===== src/rtl/ucie_ctl_sb_tx_arbiter.sv =====
// Credit-based round-robin arbiter sharing one sideband TX message path between NREQ requesters.
// Optional build macro UCIE_CTL_SB_ARB_PRIORITY_EN gives requester 0 fixed top priority.
module ucie_ctl_sb_tx_arbiter #(
  parameter int unsigned NC      = 32,
  parameter int unsigned NREQ    = 3,
  parameter int unsigned CREDITS = 4
) (
  input  logic                     i_clk,
  input  logic                     i_rst_n,
  input  logic                     i_enable,
  input  logic [NREQ-1:0]          i_req_valid,
  input  logic [NREQ-1:0][NC-1:0]  i_req_data,
  output logic [NREQ-1:0]          o_req_grant,
  output logic                     o_sb_valid,
  output logic [NC-1:0]            o_sb_data,
  input  logic                     i_sb_crd_return,
  output logic [3:0]               o_credit_cnt,
  output logic                     o_busy,
  output logic                     o_crd_overflow
);

  localparam int unsigned PW = (NREQ > 1) ? $clog2(NREQ) : 1;
  localparam int unsigned CW = 4;

  typedef enum logic {IDLE, SEND} state_t;

  state_t            state_q, state_d;
  logic [PW-1:0]     ptr_q, ptr_d;
  logic [CW-1:0]     crd_q, crd_d;
  logic [NREQ-1:0]   grant_q, grant_d;
  logic              sb_valid_q, sb_valid_d;
  logic [NC-1:0]     sb_data_q, sb_data_d;
  logic              ovf_q, ovf_d;

  logic [NREQ-1:0]   rr_req;
  logic [2*NREQ-1:0] req2;
  logic              win_found;
  logic [PW-1:0]     win_idx;
  logic              issue;

  // Winner search: first requester above the pointer in a doubled request vector (handles wrap).
  always_comb begin
    rr_req    = i_req_valid;
`ifdef UCIE_CTL_SB_ARB_PRIORITY_EN
    rr_req[0] = 1'b0;
`endif
    req2      = {rr_req, rr_req};
    win_found = 1'b0;
    win_idx   = '0;
    for (int unsigned k = 0; k < 2*NREQ; k++) begin
      if (!win_found && (k > 32'(ptr_q)) && req2[k]) begin
        win_found = 1'b1;
        win_idx   = PW'((k >= NREQ) ? (k - NREQ) : k);
      end
    end
`ifdef UCIE_CTL_SB_ARB_PRIORITY_EN
    if (i_req_valid[0]) begin
      win_found = 1'b1;
      win_idx   = '0;
    end
`endif
  end

  // Next-state, issue and credit bookkeeping.
  always_comb begin
    state_d    = state_q;
    ptr_d      = ptr_q;
    crd_d      = crd_q;
    grant_d    = '0;
    sb_valid_d = 1'b0;
    sb_data_d  = sb_data_q;
    ovf_d      = ovf_q;
    issue      = 1'b0;
    case (state_q)
      IDLE: begin
        if (i_enable && (crd_q != '0) && win_found) begin
          issue            = 1'b1;
          state_d          = SEND;
          grant_d[win_idx] = 1'b1;
          sb_valid_d       = 1'b1;
          sb_data_d        = i_req_data[win_idx];
`ifdef UCIE_CTL_SB_ARB_PRIORITY_EN
          if (win_idx != '0) ptr_d = win_idx;
`else
          ptr_d            = win_idx;
`endif
        end
      end
      SEND:    state_d = IDLE;
      default: state_d = IDLE;
    endcase
    if (issue && !i_sb_crd_return) begin
      crd_d = crd_q - CW'(1);
    end else if (!issue && i_sb_crd_return) begin
      if (crd_q == CW'(CREDITS)) ovf_d = 1'b1;
      else                       crd_d = crd_q + CW'(1);
    end
  end

  always_ff @(posedge i_clk or negedge i_rst_n) begin
    if (!i_rst_n) begin
      state_q    <= IDLE;
      ptr_q      <= PW'(NREQ - 1);
      crd_q      <= CW'(CREDITS);
      grant_q    <= '0;
      sb_valid_q <= 1'b0;
      sb_data_q  <= '0;
      ovf_q      <= 1'b0;
    end else begin
      state_q    <= state_d;
      ptr_q      <= ptr_d;
      crd_q      <= crd_d;
      grant_q    <= grant_d;
      sb_valid_q <= sb_valid_d;
      sb_data_q  <= sb_data_d;
      ovf_q      <= ovf_d;
    end
  end

  assign o_req_grant    = grant_q;
  assign o_sb_valid     = sb_valid_q;
  assign o_sb_data      = sb_data_q;
  assign o_credit_cnt   = crd_q;
  assign o_busy         = (state_q == SEND);
  assign o_crd_overflow = ovf_q;

endmodule

===== config.mk =====
export PLATFORM = sky130hd
export DESIGN_NAME = ucie_ctl_sb_tx_arbiter
export DESIGN_NICKNAME = d
export VERILOG_FILES = /design/src/rtl/ucie_ctl_sb_tx_arbiter.sv
export SDC_FILE = /design/constraint.sdc
export NUM_CORES = 1
export LEC_CHECK = 0
export ABC_AREA = 0
export ABC_CLOCK_PERIOD_IN_PS = 6400
export BUFFER_PORTS_ARGS = -buffer_cell sky130_fd_sc_hd__buf_2
export CAP_MARGIN = 20
export CORE_MARGIN = 1
export CORE_UTILIZATION = 31
export CTS_BUF_LIST = sky130_fd_sc_hd__clkbuf_4 sky130_fd_sc_hd__clkbuf_8
export DETAILED_ROUTE_END_ITERATION = 8
export GPL_ROUTABILITY_DRIVEN = 0
export SLEW_MARGIN = 40
export SYNTH_ARGS = -nofsm -noshare
export SYNTH_HDL_FRONTEND = slang
export SYNTH_SLANG_ARGS = --single-unit

===== constraint.sdc =====
create_clock -name i_clk -period 6.4 [get_ports i_clk]
set_input_delay 1.92 -clock i_clk [delete_from_list [all_inputs] [get_ports i_clk]]
set_output_delay 1.92 -clock i_clk [all_outputs]
set_load 0.03 [all_outputs]

==> results.toml, run 1 <==
[outcome]
outcome = "completed"

[power_and_ir_drop]
powerDensity_nw_per_um2 = 407
intPower_uw = 860
total_power_uw = 1710
sw_frac_of_total_pct = 49.8
p_sw_uw = 854
clockPowerShare_pct = 11.7
p_seq_share_pct = 28.8
p_leak_uw = 0.00187
comb_power_share_pct = 59.5
peakVddDrop_uv = 170

[placement]
io_buffers = 144
place_area_sq_um = 4070
dp.final_hpwl_mm = 6.68

[yosys]
synth_cell_types = 40
synth-seq-cells = 43
synthCells = 365
synthTopCellsByArea = "dfrtp_1 (32%), o221ai_1 (8.9%), a211oi_2 (7.7%)"
synth_edf_count = 0
synth_area_sq_um = 3250
synthesis.nets = 473
yosys_warnings = 0
syn_avg_cell_area_sq_um = 8.92
ys_seq_area_share_pct = 33.1
async_flop_share_pct = 100
synthFlopType = "dfrtp_1"
yosys.area.top_type = "dfrtp_1"
synth_top_area_share_pct = 31.5

[grt]
grt_usage_pct = 17.4
grt_overflow = 0
grt_pass1_vias = 3059
grt_first_pass_wirelength_mm = 15.4
grt_max_degree = 52
antenna_found_initial = 0

[timing]
finalHoldViolations = 0
max_freq_ghz = 0.261
fin_setup_tns_ns = 0
fin_skew_ns = 0.0101
drv_slew = 0
worst_pin_slew_ns = 0.747
fin_crit_ns = 3.84
rsz0062_at_grt = "false"
slew_headroom_pct = 50.2
setup_violations = 0
finalCritPeriodShare_pct = 59.9

[final_layout]
layout_common_cells = "buf_2 (143), dfrtp_1 (41), inv_1 (40)"
final_area_sq_um = 4210
antenna_cells = 0
fin_nets = 594
syn_to_final_growth_pct = 29.4
final_common_cell = "buf_2"
drive_gt1_share_pct = 43.1

[worst_setup_path]
cp_data_required_time_ns = 6.61
reg2reg_setup_slack_ns = 3.75
crit_type = "in2reg"
crit_start = "i_req_valid[1]"
reg2reg_from = "ptr_q[0]"
r2r-end = "o_credit_cnt[3]"
r2r_cells = 10
crit_path_end = "o_credit_cnt[3]"
end_kind = "register"
crit_fanout = 43
crit_path_start_kind = "input pin"
cp.arrival_ns = 4.04

[floorplanning]
rows = 37
core_sq_um = 10200
die_x_um = 104
die_h_um = 104
ios = 145
design.die.area_sq_um = 10900
initial_core_util_pct = 31.8

[detailed_routing]
wl_mm = 9.41
wl_per_cell_um = 15.1
vias_per_cell = 5.18
final_antenna_net_count = 0
firstDrtPassIters = 4
route.detailed.drc = 0
drtIter0Drc = 102
vias = 3225

[cts]
root_buffer = "clkbuf_8"
cts_resized = 0
hold_buffers = 0
cts_sinks = 43
postCtsSetupBuffers = 0
clockBufferDepth = 2
cts_tree = "built"
h-tree-depth = 2
path_clk_slew_ns = 0.08
cts_buffers = 5
clk_latency_ns = 0.29

[hold_path]
min_path_type = "reg2reg"

[job]
max_cap_violations = 0
synth_stat cells (5+ instances only):
| cell | n |
|---|---|
| a21oi_1 | 18 |
| inv_1 | 40 |
| o221ai_1 | 33 |
| a21boi_0 | 32 |
| nor2b_1 | 34 |
| clkbuf_1 | 21 |
| nor3_1 | 34 |
| buf_2 | 10 |
| a21oi_2 | 20 |
| a211oi_2 | 20 |
| nor2_1 | 5 |
| nand2_1 | 5 |
| dfrtp_1 | 41 |
| a211oi_1 | 12 |
per-layer routing:
metal | vias to the layer above | wire length [um] | global-route usage [%]
met3 | 9 | 590 | 3.38
met5 | - | 0 | 0
met4 | 0 | 115 | 4.08
met1 | 1526 | 4360 | 23.4
li1 | 1580 | - | -
met2 | 110 | 4350 | 28.5
layout make-up:
class	instances	area [sq um]
Sequential cell	43	1080
Inverter	40	150
Timing Repair Buffer	151	803
Tap cell	136	170
Fill cell	1045	6020
Clock buffer	8	104
Multi-Input combinational cell	245	1900
logic make-up (layout without fill, tap and decap cells):
group                      after synthesis  count (layout)  share of synthesized area, %
muxes                                    2               2                         0.654
AOI/OAI and AO/OA                      153             153                          39.4
buffers and inverters                   77             199                          10.1
adders and majority gates                5               5                          2.15
and+or+nand+nor                         83              83                          14.0
DFF                                     43              43                          33.1
xor gates and xnor gates                 2               2                         0.538
worst min path at each step:
stage	from	end	slack (ns)	depth (start not counted)
floorplan	ptr_q[0]	o_req_grant[0]	0.62	3
global placement	o_crd_overflow	o_crd_overflow	0.44	1
detailed placement	o_crd_overflow	o_crd_overflow	0.49	1
CTS	o_crd_overflow	o_crd_overflow	0.51	1
global route	o_crd_overflow	o_crd_overflow	0.52	1
finish	o_crd_overflow	o_crd_overflow	0.51	1
power groups by stage:
stage | registers (uW) | clock network [uW] | logic (uW)
after floorplan | 724 | 0 | 498
after global placement | 492 | 0 | 987
after detailed placement | 495 | 0 | 1020
after CTS | 494 | 209 | 1020
after global routing | 512 | 218 | 1100
final | 494 | 200 | 1020
per-stage QoR:
step	std cells	setup WS [ns]	hold WS, ns	utilization (%)
3_3_place_gp	612	2.08	0.442	39.5
2_1_floorplan	365	2.47	0.620	-
3_5_place_dp	613	2.04	0.489	39.8
6_report	623	2.56	0.511	41.2
4_1_cts	621	2.37	0.510	40.8
5_1_grt	623	2.34	0.523	41.2
state kept, by name, indices dropped and copies added (netlist names):
register / count
o_sb_valid: 1
o_credit_cnt: 4
ptr_q: 2
o_crd_overflow: 1
o_sb_data: 32
o_req_grant: 3
critical path, stage by stage:
cell and delay [ns]:
buf_2 0.34, o311ai_4 0.38, inv_1 0.11, ha_1 0.25, ha_1 0.35, a21oi_1 0.26, nand2_1 0.11, mux2i_1 0.13
o211ai_1 0.17
Power figures use the tool's default switching activity.
==> run 2, diff against run 1 <==
- ABC_CLOCK_PERIOD_IN_PS: 6400 -> 3150
- clock period: 6.4 -> 3.15 ns (I/O delays scaled with it)
==> results.toml, run 2 (synthesis results as in run 1) <==
[outcome]
outcome = "completed"

[grt]
grt_first_pass_wirelength_mm = 15.9
antenna_found_initial = 0
grt_usage_pct = 18.0
grt_pass1_vias = 3212
grt_overflow = 0
grt_max_degree = 98

[final_layout]
antenna_cells = 0
syn_to_final_growth_pct = 29.9
layout_common_cells = "buf_2 (144), dfrtp_1 (41), inv_1 (40)"
n_fill_cell = 1030
drive_gt1_share_pct = 43.7
fin_nets = 601
final_common_cell = "buf_2"
largest_reg_flops = 32

[floorplanning]
die_x_um = 104
core_sq_um = 10200
initial_core_util_pct = 31.8
ios = 145
die_h_um = 104
design.die.area_sq_um = 10900
rows = 37

[detailed_routing]
route.detailed.drc = 0
final_antenna_net_count = 0
drtIter0Drc = 82
vias_per_cell = 5.11
wl_mm = 9.68
firstDrtPassIters = 4
vias = 3218
wl_per_cell_um = 15.4

[hold_path]
min_path_type = "reg2reg"

[worst_setup_path]
end_kind = "register"
critical_path.slowest_cell = "ha_1"
path_cells = "buf_2, a21boi_1, o311ai_4, inv_1, ha_1, ha_1, a21oi_1, a21oi_1, a31oi_1, o211ai_1"
r2r_cells = 9
crit_fanout = 6
reg2reg_from = "o_credit_cnt[1]"
cp.arrival_ns = 2.84
crit_type = "in2reg"
crit_path_start_kind = "input pin"
r2r-end = "o_credit_cnt[3]"
cp_data_required_time_ns = 3.32
crit_path_end = "o_credit_cnt[3]"
crit_start = "i_req_valid[0]"
reg2reg_setup_slack_ns = 0.54
critPathMaxStageDelay_ns = 0.34

[cts]
clk_latency_ns = 0.29
cts_sinks = 43
cts_resized = 0
cts_tree = "built"
clockBufferDepth = 2
path_clk_slew_ns = 0.09
root_buffer = "clkbuf_8"
h-tree-depth = 2
postCtsSetupBuffers = 0
cts_buffers = 5
hold_buffers = 0

[power_and_ir_drop]
clockPowerShare_pct = 11.7
comb_power_share_pct = 59.5
sw_frac_of_total_pct = 49.8
total_power_uw = 3500
p_sw_uw = 1740
peakVddDrop_uv = 322
intPower_uw = 1760
p_leak_uw = 0.00189
p_seq_share_pct = 28.8
powerDensity_nw_per_um2 = 828

[timing]
fin_crit_ns = 2.67
drv_slew = 0
slew_headroom_pct = 53.3
rsz0062_at_grt = "false"
finalHoldViolations = 0
setup_violations = 0
max_freq_ghz = 0.375
worst_pin_slew_ns = 0.701
fin_setup_tns_ns = 0
fin_skew_ns = 0.00348
finalCritPeriodShare_pct = 84.7

[placement]
io_buffers = 144
dp.final_hpwl_mm = 6.96

[job]
max_cap_violations = 0
[run 2: cell types whose count changed in the layout (fill, tap and decap cells not counted)]
cell / delta
buf_2: +1
o21ai_4: -1
nand2_1: +1
buf_6: +1
nand2_2: -1
buf_12: -1
buf_4: +8
o21ai_2: +1
buf_8: -2
[run 2: metal layers]
metal,vias up,global-route usage (%),routed length [um]
met3,11,3.88,536
met4,0,5.31,149
li1,1590,-,-
met2,107,30.1,4550
met1,1510,23.1,4450
met5,-,0,0
[run 2: area by class of cell]
class	instances	area [sq um]	share of cell area [%]
Tap cell	136	170	4.03
Clock buffer	8	104	2.46
Sequential cell	43	1080	25.5
Inverter	40	150	3.55
Timing Repair Buffer	158	830	19.6
Multi-Input combinational cell	245	1890	44.8
[run 2: worst min path at each step]
stage	startpoint	endpoint	slack [ns]	cells past startpoint
final	o_crd_overflow	o_crd_overflow	0.47	1
after global routing	o_crd_overflow	o_crd_overflow	0.49	1
after CTS	o_crd_overflow	o_crd_overflow	0.47	1
after detailed placement	o_crd_overflow	o_crd_overflow	0.45	1
after global placement	o_crd_overflow	o_crd_overflow	0.45	1
after floorplan	ptr_q[0]	o_req_grant[0]	0.62	3
[run 2: critical path: cells and delay by family]
family	cells	cell delay (ns)
adder cells (fa/ha/maj)	2	0.59
AO/OA/AOI/OAI	6	1.05
buffers and inverters	2	0.26
[run 2: metrics by stage]
| step | area (sq um) | worst slack [ns] | cells | util [%] | hold WS, ns |
|---|---|---|---|---|---|
| after CTS | 4230 | 0.485 | 630 | 41.3 | 0.473 |
| after global routing | 4230 | 0.274 | 630 | 41.3 | 0.495 |
| after global placement | 4120 | 0.337 | 622 | 40.3 | 0.449 |
| final | 4230 | 0.481 | 630 | 41.3 | 0.470 |
| after floorplan | 3250 | 0.190 | 365 | - | 0.620 |
| after detailed placement | 4120 | 0.159 | 622 | 40.3 | 0.454 |
[run 2: power groups by stage]
stage / logic (uW) / clock network [uW] / registers (uW)
after detailed placement: 2100 / 0 / 1010
after global placement: 2050 / 0 / 1010
final: 2080 / 409 / 1010
after global routing: 2250 / 445 / 1040
after floorplan: 1010 / 0 / 1470
after CTS: 2100 / 428 / 1010
